## src/rtl/result_drain.sv

```systemverilog
// Drains the M x N2 result matrix from data memory after the CPU signals done,
// streaming it row-major over valid/ready with a running wrapping checksum.
module result_drain #(
    parameter int unsigned M      = 100,
    parameter int unsigned N      = 50,
    parameter int unsigned N2     = 2,
    parameter int unsigned WIDTH  = 32,
    parameter int unsigned ADDR_W = 16
) (
    input  logic              CLOCK_50,
    input  logic              rst,
    input  logic              done,
    output logic              rd_en,
    output logic [ADDR_W-1:0] rd_addr,
    input  logic [WIDTH-1:0]  rd_data,
    output logic              out_valid,
    input  logic              out_ready,
    output logic [WIDTH-1:0]  out_data,
    output logic [15:0]       out_row,
    output logic [15:0]       out_col,
    output logic              out_last,
    output logic [WIDTH-1:0]  checksum,
    output logic              busy,
    output logic              finished
);

    localparam longint unsigned BASE_L = 64'(M) * 64'(N) + 64'(N) * 64'(N2);
    localparam longint unsigned END_L  = BASE_L + 64'(M) * 64'(N2);
    localparam logic [ADDR_W-1:0] BASE = ADDR_W'(BASE_L);
    localparam logic [15:0] LAST_I = 16'(M - 1);
    localparam logic [15:0] LAST_J = 16'(N2 - 1);

    // Result block must fit inside the memory's word-address space.
    generate
        if (END_L > (64'd1 << ADDR_W)) begin : g_addr_range_err
            $error("result_drain: BASE + M*N2 exceeds 2^ADDR_W");
        end
    endgenerate

    typedef enum logic [2:0] {
        S_IDLE,
        S_ISSUE,
        S_WAIT,
        S_SEND,
        S_FIN
    } state_t;

    state_t state, state_n;

    logic              done_q;
    logic              start_c;
    logic [15:0]       i_q, j_q, i_n, j_n;
    logic [ADDR_W-1:0] addr_q, addr_n;
    logic [ADDR_W-1:0] rd_addr_n;
    logic [WIDTH-1:0]  data_n, chk_n;
    logic [15:0]       row_n, col_n;
    logic              last_n;

    assign start_c = done & ~done_q;

    // Next-state and datapath next values.
    always_comb begin
        state_n   = state;
        i_n       = i_q;
        j_n       = j_q;
        addr_n    = addr_q;
        rd_addr_n = rd_addr;
        data_n    = out_data;
        chk_n     = checksum;
        row_n     = out_row;
        col_n     = out_col;
        last_n    = out_last;
        case (state)
            S_IDLE, S_FIN: begin
                if (start_c) begin
                    i_n     = '0;
                    j_n     = '0;
                    addr_n  = BASE;
                    chk_n   = '0;
                    state_n = S_ISSUE;
                end
            end
            S_ISSUE: state_n = S_WAIT;
            S_WAIT: begin
                data_n  = rd_data;
                row_n   = i_q;
                col_n   = j_q;
                last_n  = (i_q == LAST_I) && (j_q == LAST_J);
                state_n = S_SEND;
            end
            S_SEND: begin
                if (out_ready) begin
                    chk_n = checksum + out_data;
                    if (out_last) begin
                        state_n = S_FIN;
                    end else begin
                        if (j_q == LAST_J) begin
                            j_n = '0;
                            i_n = i_q + 16'd1;
                        end else begin
                            j_n = j_q + 16'd1;
                        end
                        addr_n  = addr_q + ADDR_W'(1);
                        state_n = S_ISSUE;
                    end
                end
            end
            default: state_n = S_IDLE;
        endcase
        if (state_n == S_ISSUE) begin
            rd_addr_n = addr_n;
        end
    end

    always_ff @(posedge CLOCK_50) begin
        if (rst) begin
            state <= S_IDLE;
        end else begin
            state <= state_n;
        end
    end

    // Registered outputs decoded from the upcoming state.
    always_ff @(posedge CLOCK_50) begin
        if (rst) begin
            done_q    <= 1'b0;
            i_q       <= '0;
            j_q       <= '0;
            addr_q    <= '0;
            rd_en     <= 1'b0;
            rd_addr   <= '0;
            out_valid <= 1'b0;
            out_data  <= '0;
            out_row   <= '0;
            out_col   <= '0;
            out_last  <= 1'b0;
            checksum  <= '0;
            busy      <= 1'b0;
            finished  <= 1'b0;
        end else begin
            done_q    <= done;
            i_q       <= i_n;
            j_q       <= j_n;
            addr_q    <= addr_n;
            rd_en     <= (state_n == S_ISSUE);
            rd_addr   <= rd_addr_n;
            out_valid <= (state_n == S_SEND);
            out_data  <= data_n;
            out_row   <= row_n;
            out_col   <= col_n;
            out_last  <= last_n;
            checksum  <= chk_n;
            busy      <= (state_n inside {S_ISSUE, S_WAIT, S_SEND});
            finished  <= (state_n == S_FIN);
        end
    end

endmodule
```

## config.mk

```make
export PLATFORM = sky130hd
export DESIGN_NAME = result_drain
export DESIGN_NICKNAME = d
export VERILOG_FILES = /design/src/rtl/result_drain.sv
export SDC_FILE = /design/constraint.sdc
export NUM_CORES = 1
export LEC_CHECK = 0
export ABC_CLOCK_PERIOD_IN_PS = 2700
export CAP_MARGIN = 10
export CORE_UTILIZATION = 52
export DETAILED_ROUTE_END_ITERATION = 16
export GPL_TIMING_DRIVEN = 0
export PLACE_DENSITY_LB_ADDON = 0.05
export SLEW_MARGIN = 15
export SYNTH_ARGS = -nofsm -noshare
export SYNTH_HDL_FRONTEND = slang
export SYNTH_SLANG_ARGS = --single-unit
```

## constraint.sdc

```tcl
create_clock -name CLOCK_50 -period 2.7 [get_ports CLOCK_50]
set_input_delay 0.54 -clock CLOCK_50 [delete_from_list [all_inputs] [get_ports CLOCK_50]]
set_output_delay 0.54 -clock CLOCK_50 [all_outputs]
set_load 0.005 [all_outputs]
```

==> results of run 1 <==
## power by group through the flow
| stage | clock network, µW | logic, µW | registers (µW) |
|---|---|---|---|
| floorplan | 0 | 424 | 2700 |
| global placement | 0 | 750 | 2710 |
| detailed placement | 0 | 761 | 2710 |
| CTS | 2520 | 767 | 2650 |
| global route | 2640 | 852 | 2660 |
| finish | 2490 | 772 | 2650 |
## final cells by class
class	instances	share of cell area (%)
Inverter	14	0.5031
Buffer	52	2.024
Clock buffer	19	4.145
Clock inverter	13	1.593
Sequential cell	169	32.40
Multi-Input combinational cell	738	42.23
Tap cell	188	2.252
Timing Repair Buffer	156	14.85
## kinds of logic (layout without fill, tap and decap cells)
group,after synthesis,count (layout),share of synthesized area (%)
fa+ha+maj,36,36,5.715
buf+inv,69,254,3.420
flops,169,169,42.22
xor+xnor,53,53,5.793
mux,4,4,0.5621
compound gates,252,252,20.03
simple gates,393,393,22.25
## worst max path at each step
| stage | startpoint | to | slack (ps) | depth (start not counted) |
|---|---|---|---|---|
| 6_report | out_ready | j_q[9] | 100 | 8 |
| 5_1_grt | out_ready | j_q[9] | -60 | 8 |
| 4_1_cts | checksum[14] | checksum[28] | 10 | 10 |
| 3_5_place_dp | out_ready | j_q[9] | -490 | 8 |
| 3_3_place_gp | out_ready | j_q[11] | -500 | 8 |
| 2_1_floorplan | out_data[15] | checksum[28] | 300 | 10 |
## state kept, by name, summed over array words and instances (netlist names)
| signal | count |
|---|---|
| checksum | 32 |
| out_data | 32 |
| addr_q | 16 |
| i_q | 16 |
| j_q | 16 |
| out_col | 16 |
| out_row | 16 |
| rd_addr | 16 |
| state | 3 |
| busy | 1 |
| done_q | 1 |
| finished | 1 |
| out_last | 1 |
| out_valid | 1 |
| rd_en | 1 |
## critical path: cells and delay by family
| family | cells | cell delay, ps |
|---|---|---|
| buf+inv | 1 | 630 |
| xor+xnor | 1 | 170 |
| simple gates | 6 | 1550 |
## timing repair
item                       4_1_cts  5_1_grt
setup buffers                    0        4
gates resized for setup          4       12
gates cloned                     0        0
setup endpoints to repair        8       25
pin swaps                        0        4
## cells in the final DEF, fill, tap and decap left out, types with 6 or more instances in the layout
cell type / instances
a211oi_1: 16
a21o_1: 12
a21oi_1: 117
a22o_1: 18
a22oi_1: 9
a31oi_1: 9
and3_1: 13
buf_2: 7
clkbuf_1: 43
clkbuf_16: 17
clkdlybuf4s50_1: 152
dfxtp_1: 168
ha_1: 34
inv_1: 14
nand2_1: 179
nand2b_1: 8
nand3_1: 27
nand4_1: 13
nor2_1: 90
nor2b_1: 12
nor3_1: 17
nor4_1: 6
o21ai_0: 20
o21bai_1: 9
xnor2_1: 21
xor2_1: 32
## metrics by stage
stage / TNS (ps) / setup WS (ps)
floorplan: 0 / 298.4
global placement: -12680 / -499.7
detailed placement: -12020 / -491.9
CTS: 0 / 12.72
global route: -331.5 / -60.01
finish: 0 / 97.16
## metal layers
| layer | part of all wire [%] | vias to the layer above |
|---|---|---|
| met3 | 4.3 | 21 |
| met1 | 46 | 3576 |
| met5 | 0 | - |
| met4 | 1.1 | 0 |
| li1 | - | 3767 |
| met2 | 49 | 206 |
==> run summary, run 1 <==
The portion of the post-synthesis area used by sequential elements is 42.22%. The number of placement rows is 45. The final route contains 7,570 vias. The die width came out at 126.1 µm. The filler cell count in the final layout is 1,340. The clock skew is 10.93 ps. The switching share of total power is 26.14%. The worst ir drop on vdd came out at 0.4547 mV. Dividing the detail-routed wire length by the instance count gives 16.11 µm. STA puts the critical path data required time at 3000 ps. The startpoint identified for the worst register-to-register timing path is out_data[3]. The ratio of total power to cell area came out at 566.1 mW/mm².

Sequential cells burn 44.9% of the power. The area added between synthesis and finish came out at 30.36%. The height of the die came out at 126.1 µm. The combinational share of power came out at 13.1%. The initial standard-cell utilization of the core came out at 52.90%. The number of placed I/O pins is 153. Walking the worst path, the cells encountered are clkdlybuf4s50_1 > nand4b_2 > nor2_1 > nor2_1 > nor3_2 > nand3_1 > xor2_1 > nor2_1. TritonCTS created 17 clock buffers. The total power is 5913 µW. The combined global-route utilization of all metal layers is 27.07%. The cell depth of the worst hold path came out at 2. The upper clock frequency limit came out at 384.2 MHz. The number of DRC violations after detailed-routing iteration 0 is 488. The max capacitance violation total came out at 0. The synthesized area per cell came out at 8.210 µm².

STA classifies the critical path startpoint as a primary input. The flow ran to the end, and the final reports show no timing, DRC or antenna violations. The placer congestion estimate came out at 0.9325.

The number of synthesized flops with an enable pin is 0. Per report_power, the clock group accounts for 42.1% of the total. The count of endpoints failing hold in the final timing report is 0. By count the netlist is led by nand2_1 (179), dfxtp_1 (169), a21oi_1 (117). The data arrival time at the worst-slack endpoint is 2900 ps. The floorplan step defined a core boundary enclosing 0.01515 mm². On the critical path, the stage with the largest delay is an instance of clkdlybuf4s50_1. The start point of the worst min-delay path is out_row[9]. The fraction of met2 tracks used by global routing came out at 45.76%.

At the end of the flow the core is filled with cells to 68.96%. The pin count of the biggest net entering global routing is 17. The start-to-end type of the worst setup path is in -> reg. The worst register-to-register path ends at checksum[29]. The delay of the slowest critical-path stage is 630 ps. STA classifies the critical path endpoint as a flop.

The net count reported at finish is 1,220. The post-layout instance area is 0.01045 mm². Once placement finished, the instance area stood at 0.009769 mm². The maximum fanout count along the critical path is 6.

The final standard cell count with taps included and fillers excluded came out at 1,349. The analysis attributes to cell leakage a power of 0.003896 µW. After global routing the overflow that remains totals 0. The layer flagged by global routing as most heavily used is met2. The number of optimization iterations in the first detailed-route pass came out at 7.

After layout, the worst path uses 96.40% of the clock period. The clock latency of the later-clocked register in the worst-skew pair is 430 ps. In this run the number of H-tree levels came out at 4. The internal portion of the total power is 4367 µW.

Setup repair after global routing could not meet its margin everywhere. The dominant cell by count in the synthesized netlist is nand2_1. The clock passes through at most 2 buffers. Clock tree synthesis found a total of 169 sinks. The hold buffer count at cts is 0.

The diode insertion count for antenna repair is 0. The worst hold margin came out at 451.8 ps. Buffers placed on the I/O ports in this run total 152. The number of storage elements in the synthesis netlist is 169. The summed instance area of the synthesized netlist came out at 0.008013 mm². The path with the worst hold slack has its endpoint at out_row[9].

The net count after synthesis is 1,048. Ranked by total cell area, the synthesized netlist is headed by dfxtp_1 (42%), nand2_1 (8.4%), a21oi_1 (7.3%). The master cell of the clock root buffer is clkbuf_16. The worst path in the final design needs a cycle of 2603 ps, including I/O delays and setup. In the routed layout, each cell is associated on average with a via count of 5.612. The first-pass GRT wire length is 34.55 mm. The fraction of synthesized cell area taken by the top area cell type is 42.22%. The worst pin sits at a relative slew slack of 21.55%. The total wire length after detailed routing came out at 21.73 mm.

The most used flip-flop cell after synthesis is dfxtp_1. The register-to-register setup slack is 100 ps. The post-placement cell count came out at 1,316.

The total of warnings raised by yosys came out at 0. Of all cell types, the one taking the most synthesized area is dfxtp_1. By instance count, the cell type seen most on the critical path is nor2_1. The die covers 0.01591 mm². The met3 usage is 4.248%.

The post-detailed-placement half-perimeter wirelength is 15.49 mm. TritonCTS built the clock tree. The via count of the first global-routing pass came out at 6,810. The slew at the pin with the worst max-slew slack came out at 1172 ps. After detailed routing, the number of remaining DRC violations is 0. The antenna violation net count after detailed routing is 0. The analysis attributes to net switching a power of 1546 µW. The clock slew seen by the registers of the worst setup and hold paths is 60 ps.

The depth of the worst register-to-register path is 9. The layout cell share with drive strength beyond 1 is 5.857%. The number of cells produced by synthesis came out at 976. Of all flip-flops after synthesis, the portion carrying an async set or reset was 0%. The initial antenna violation count was 0.

The register area came out at 0.003385 mm². In the final layout, the multi-input gates occupy 0.004410 mm². Counting distinct cell types in the post-synthesis netlist gives 60. The number of setup violations in the final report came out at 0. The number of max-slew violations in the final report came out at 0. The min-delay analysis places its worst path in the category reg -> reg. The met1 usage in global routing came out at 35.88%.
(Power assumes the default switching activity.)
==> run 2: changes to the inputs <==
--- a/config.mk
+++ b/config.mk
@@ -7,6 +7,7 @@
 export LEC_CHECK = 0
 export ABC_CLOCK_PERIOD_IN_PS = 2700
 export CAP_MARGIN = 10
+export CORE_ASPECT_RATIO = 0.7
 export CORE_UTILIZATION = 52
 export DETAILED_ROUTE_END_ITERATION = 16
 export GPL_TIMING_DRIVEN = 0
@@ -15,3 +16,4 @@
 export SYNTH_ARGS = -nofsm -noshare
 export SYNTH_HDL_FRONTEND = slang
 export SYNTH_SLANG_ARGS = --single-unit
+export TNS_END_PERCENT = 20
==> run summary, run 2 (synthesis results as in run 1) <==
The first-pass GRT wire length came out at 34.97 mm (+1.2%). The total congestion overflow is 0 (unchanged). The post-detailed-route DRC marker count came to 0 (unchanged).

The overall die area came out at 0.01592 mm² (about the same). The initial antenna violation count is 0 (unchanged). The antenna violation net count after detailed routing was 0 (unchanged). The kind of start point of the critical path is a flop. The upper clock frequency limit was 378.6 MHz (-1.5%).

The normalized max-slew margin was 40.85% (+19 points). The clock slew seen by the registers of the worst setup and hold paths is 60 ps (about the same). The wire length per cell after detailed routing came to 16.27 µm (+1.0%). The register-to-register setup slack came out at 60 ps (-40 ps).

The post-route clock period utilization was 97.83% (+1.4 points). The standby leakage power is 0.003909 µW (+0.33%). The average via count per standard cell is 5.604 (-0.13%). The diode insertion count for antenna repair is 0 (unchanged). The register area came out at 0.003385 mm² (unchanged).

The placer congestion estimate is 0.9006 (-3.4%). The worst ir drop on vdd is 0.4902 mV (+7.8%). In the layout the commonest cells are nand2_1 (179), dfxtp_1 (168), clkdlybuf4s50_1 (152). The start-to-end type of the worst setup path is reg -> reg. The total wire length after detailed routing is 22.11 mm (+1.8%). The hold buffer count at cts came out at 0 (unchanged). The filler cell count in the final layout is 1,235 (-7.8%).

The count of input and output buffers is 152 (unchanged). The post-detailed-placement half-perimeter wirelength is 15.63 mm (+0.91%). Setup repair after global routing could not meet its margin everywhere. The number of H-tree levels came out at 4 (unchanged). TritonCTS built the clock tree.

The number of placed I/O pins came to 153 (unchanged). The clock skew is 14.45 ps (+3.524 ps). The count of endpoints failing hold in the final timing report is 0 (unchanged). The run finished with clean final reports.

The clock sink count is 169 (unchanged). The number of buffers on the longest clock path came out at 2 (unchanged). The via count of the first global-routing pass came to 6,881 (+1.0%). The layout cell share with drive strength beyond 1 was 6.529% (+0.67 points). The max capacitance violation total is 0 (unchanged). The share of the core filled with cells in the final layout is 70.60% (+1.6 points). The die width came out at 150.4 µm (+19%). The initial standard-cell utilization of the core is 53.92% (+1.0 points). The net count reported at finish is 1,223 (+0.25%). The type of destination of the critical path is a flop. The pin count of the biggest net entering global routing is 17 (unchanged). The required arrival time at the worst endpoint was 3010 ps (about the same). The post-placement cell count came to 1,323 (+0.53%).

In this run the clock root is driven by a clkbuf_16. The number of placement rows is 37 (-18%). The height of the die is 105.9 µm (-16%). The final standard cell count with taps included and fillers excluded came out at 1,359 (+0.74%). The via count came out at 7,616 (+0.61%). The area of combinational cells with multiple inputs came out at 0.004437 mm² (+0.60%). The data arrival time at the worst-slack endpoint came out at 2950 ps (+50 ps). The library cell used most frequently in the layout, excluding fill and tap cells, is nand2_1.

The number of buffers added by the clock tree synthesis step came out at 17 (unchanged). The number of setup violations in the final report came out at 0 (unchanged). The clock latency of the later-clocked register in the worst-skew pair came to 430 ps (about the same).

The maximum fanout count along the critical path came out at 5 (-1). The final critical delay including setup and external delays is 2641 ps (+38.65 ps). The number of DRC violations after detailed-routing iteration 0 came out at 440 (-9.8%). The number of optimization iterations in the first detailed-route pass is 5 (-2).

The ratio of total power to cell area is 563.3 mW/mm² (-0.49%). The area growth from synthesis to layout is 30.93%. In the final layout, the registers with the most flip-flops are checksum x32, out_data x32. The area of the placeable core came out at 0.01486 mm² (-1.9%). The combined global-route utilization of all metal layers came out at 27.98% (+0.91 points).

The min-delay analysis places its worst path in the category reg -> reg. The slew at the pin with the worst max-slew slack came out at 884.0 ps (-288.4 ps). The number of max-slew violations in the final report is 0 (unchanged).
run 2: layout make-up:
cell class                 count  area share [%]
multi-input combinational    738           42.29
tap                          195           2.326
clock buffer                  20           4.353
buffer                        54           2.099
inverter                      14          0.5009
timing repair buffer         157           14.86
clock inverter                12           1.312
sequential                   169           32.26
run 2: per-layer routing:
layer	GRT usage, %	up-vias	part of all wire [%]
li1	-	3793	-
met1	42.33	3549	51
met2	40.42	253	42
met3	3.723	21	5.8
met4	9.163	0	1.3
met5	0	-	0
run 2: where the power goes:
| part | total (µW) | leakage [µW] | switching (µW) | internal [µW] |
|---|---|---|---|---|
| Combinational | 782 | 0.00225 | 461 | 321 |
| Sequential | 2650 | 0.00137 | 73.5 | 2580 |
| Clock | 2470 | 0.000288 | 1050 | 1420 |
run 2: final timing paths:
kind                                     end         from  cells after the start
worst min register to register    out_col[6]   out_col[6]                      2
worst max register to register  checksum[21]  checksum[2]                     10
worst min-delay path              out_col[6]   out_col[6]                      2
worst max-delay path            checksum[21]  checksum[2]                     10
run 2: worst max-delay path: stages (launching register included):
cell and delay (ps):
dfxtp_1 350, ha_2 380, o21ai_0 120, o21ai_0 250, a31oi_2 180, o31ai_4 360, a41oi_4 240, buf_4 200
buf_4 130, xnor2_1 110, a22o_1 200
run 2: stage by stage:
| stage | instance area [µm²] | setup WS [ps] | total power (µW) | hold WS (ps) | TNS [ps] |
|---|---|---|---|---|---|
| floorplan | 8013 | 298.4 | 3123 | 448.2 | 0 |
| global placement | 9778 | -350.9 | 3457 | 440.8 | -8235 |
| detailed placement | 9778 | -378.2 | 3470 | 446.8 | -10090 |
| CTS | 10400 | 3.313 | 5906 | 455.9 | 0 |
| global route | 10490 | -76.22 | 6114 | 475.4 | -216.4 |
| finish | 10490 | 58.51 | 5910 | 452.6 | 0 |
run 2: what timing repair did:
action	4_1_cts	5_1_grt
resized for setup	6	15
buffers inserted	1	4
pin swaps	1	6
cloned	0	0
endpoints found under the setup margin	6	22
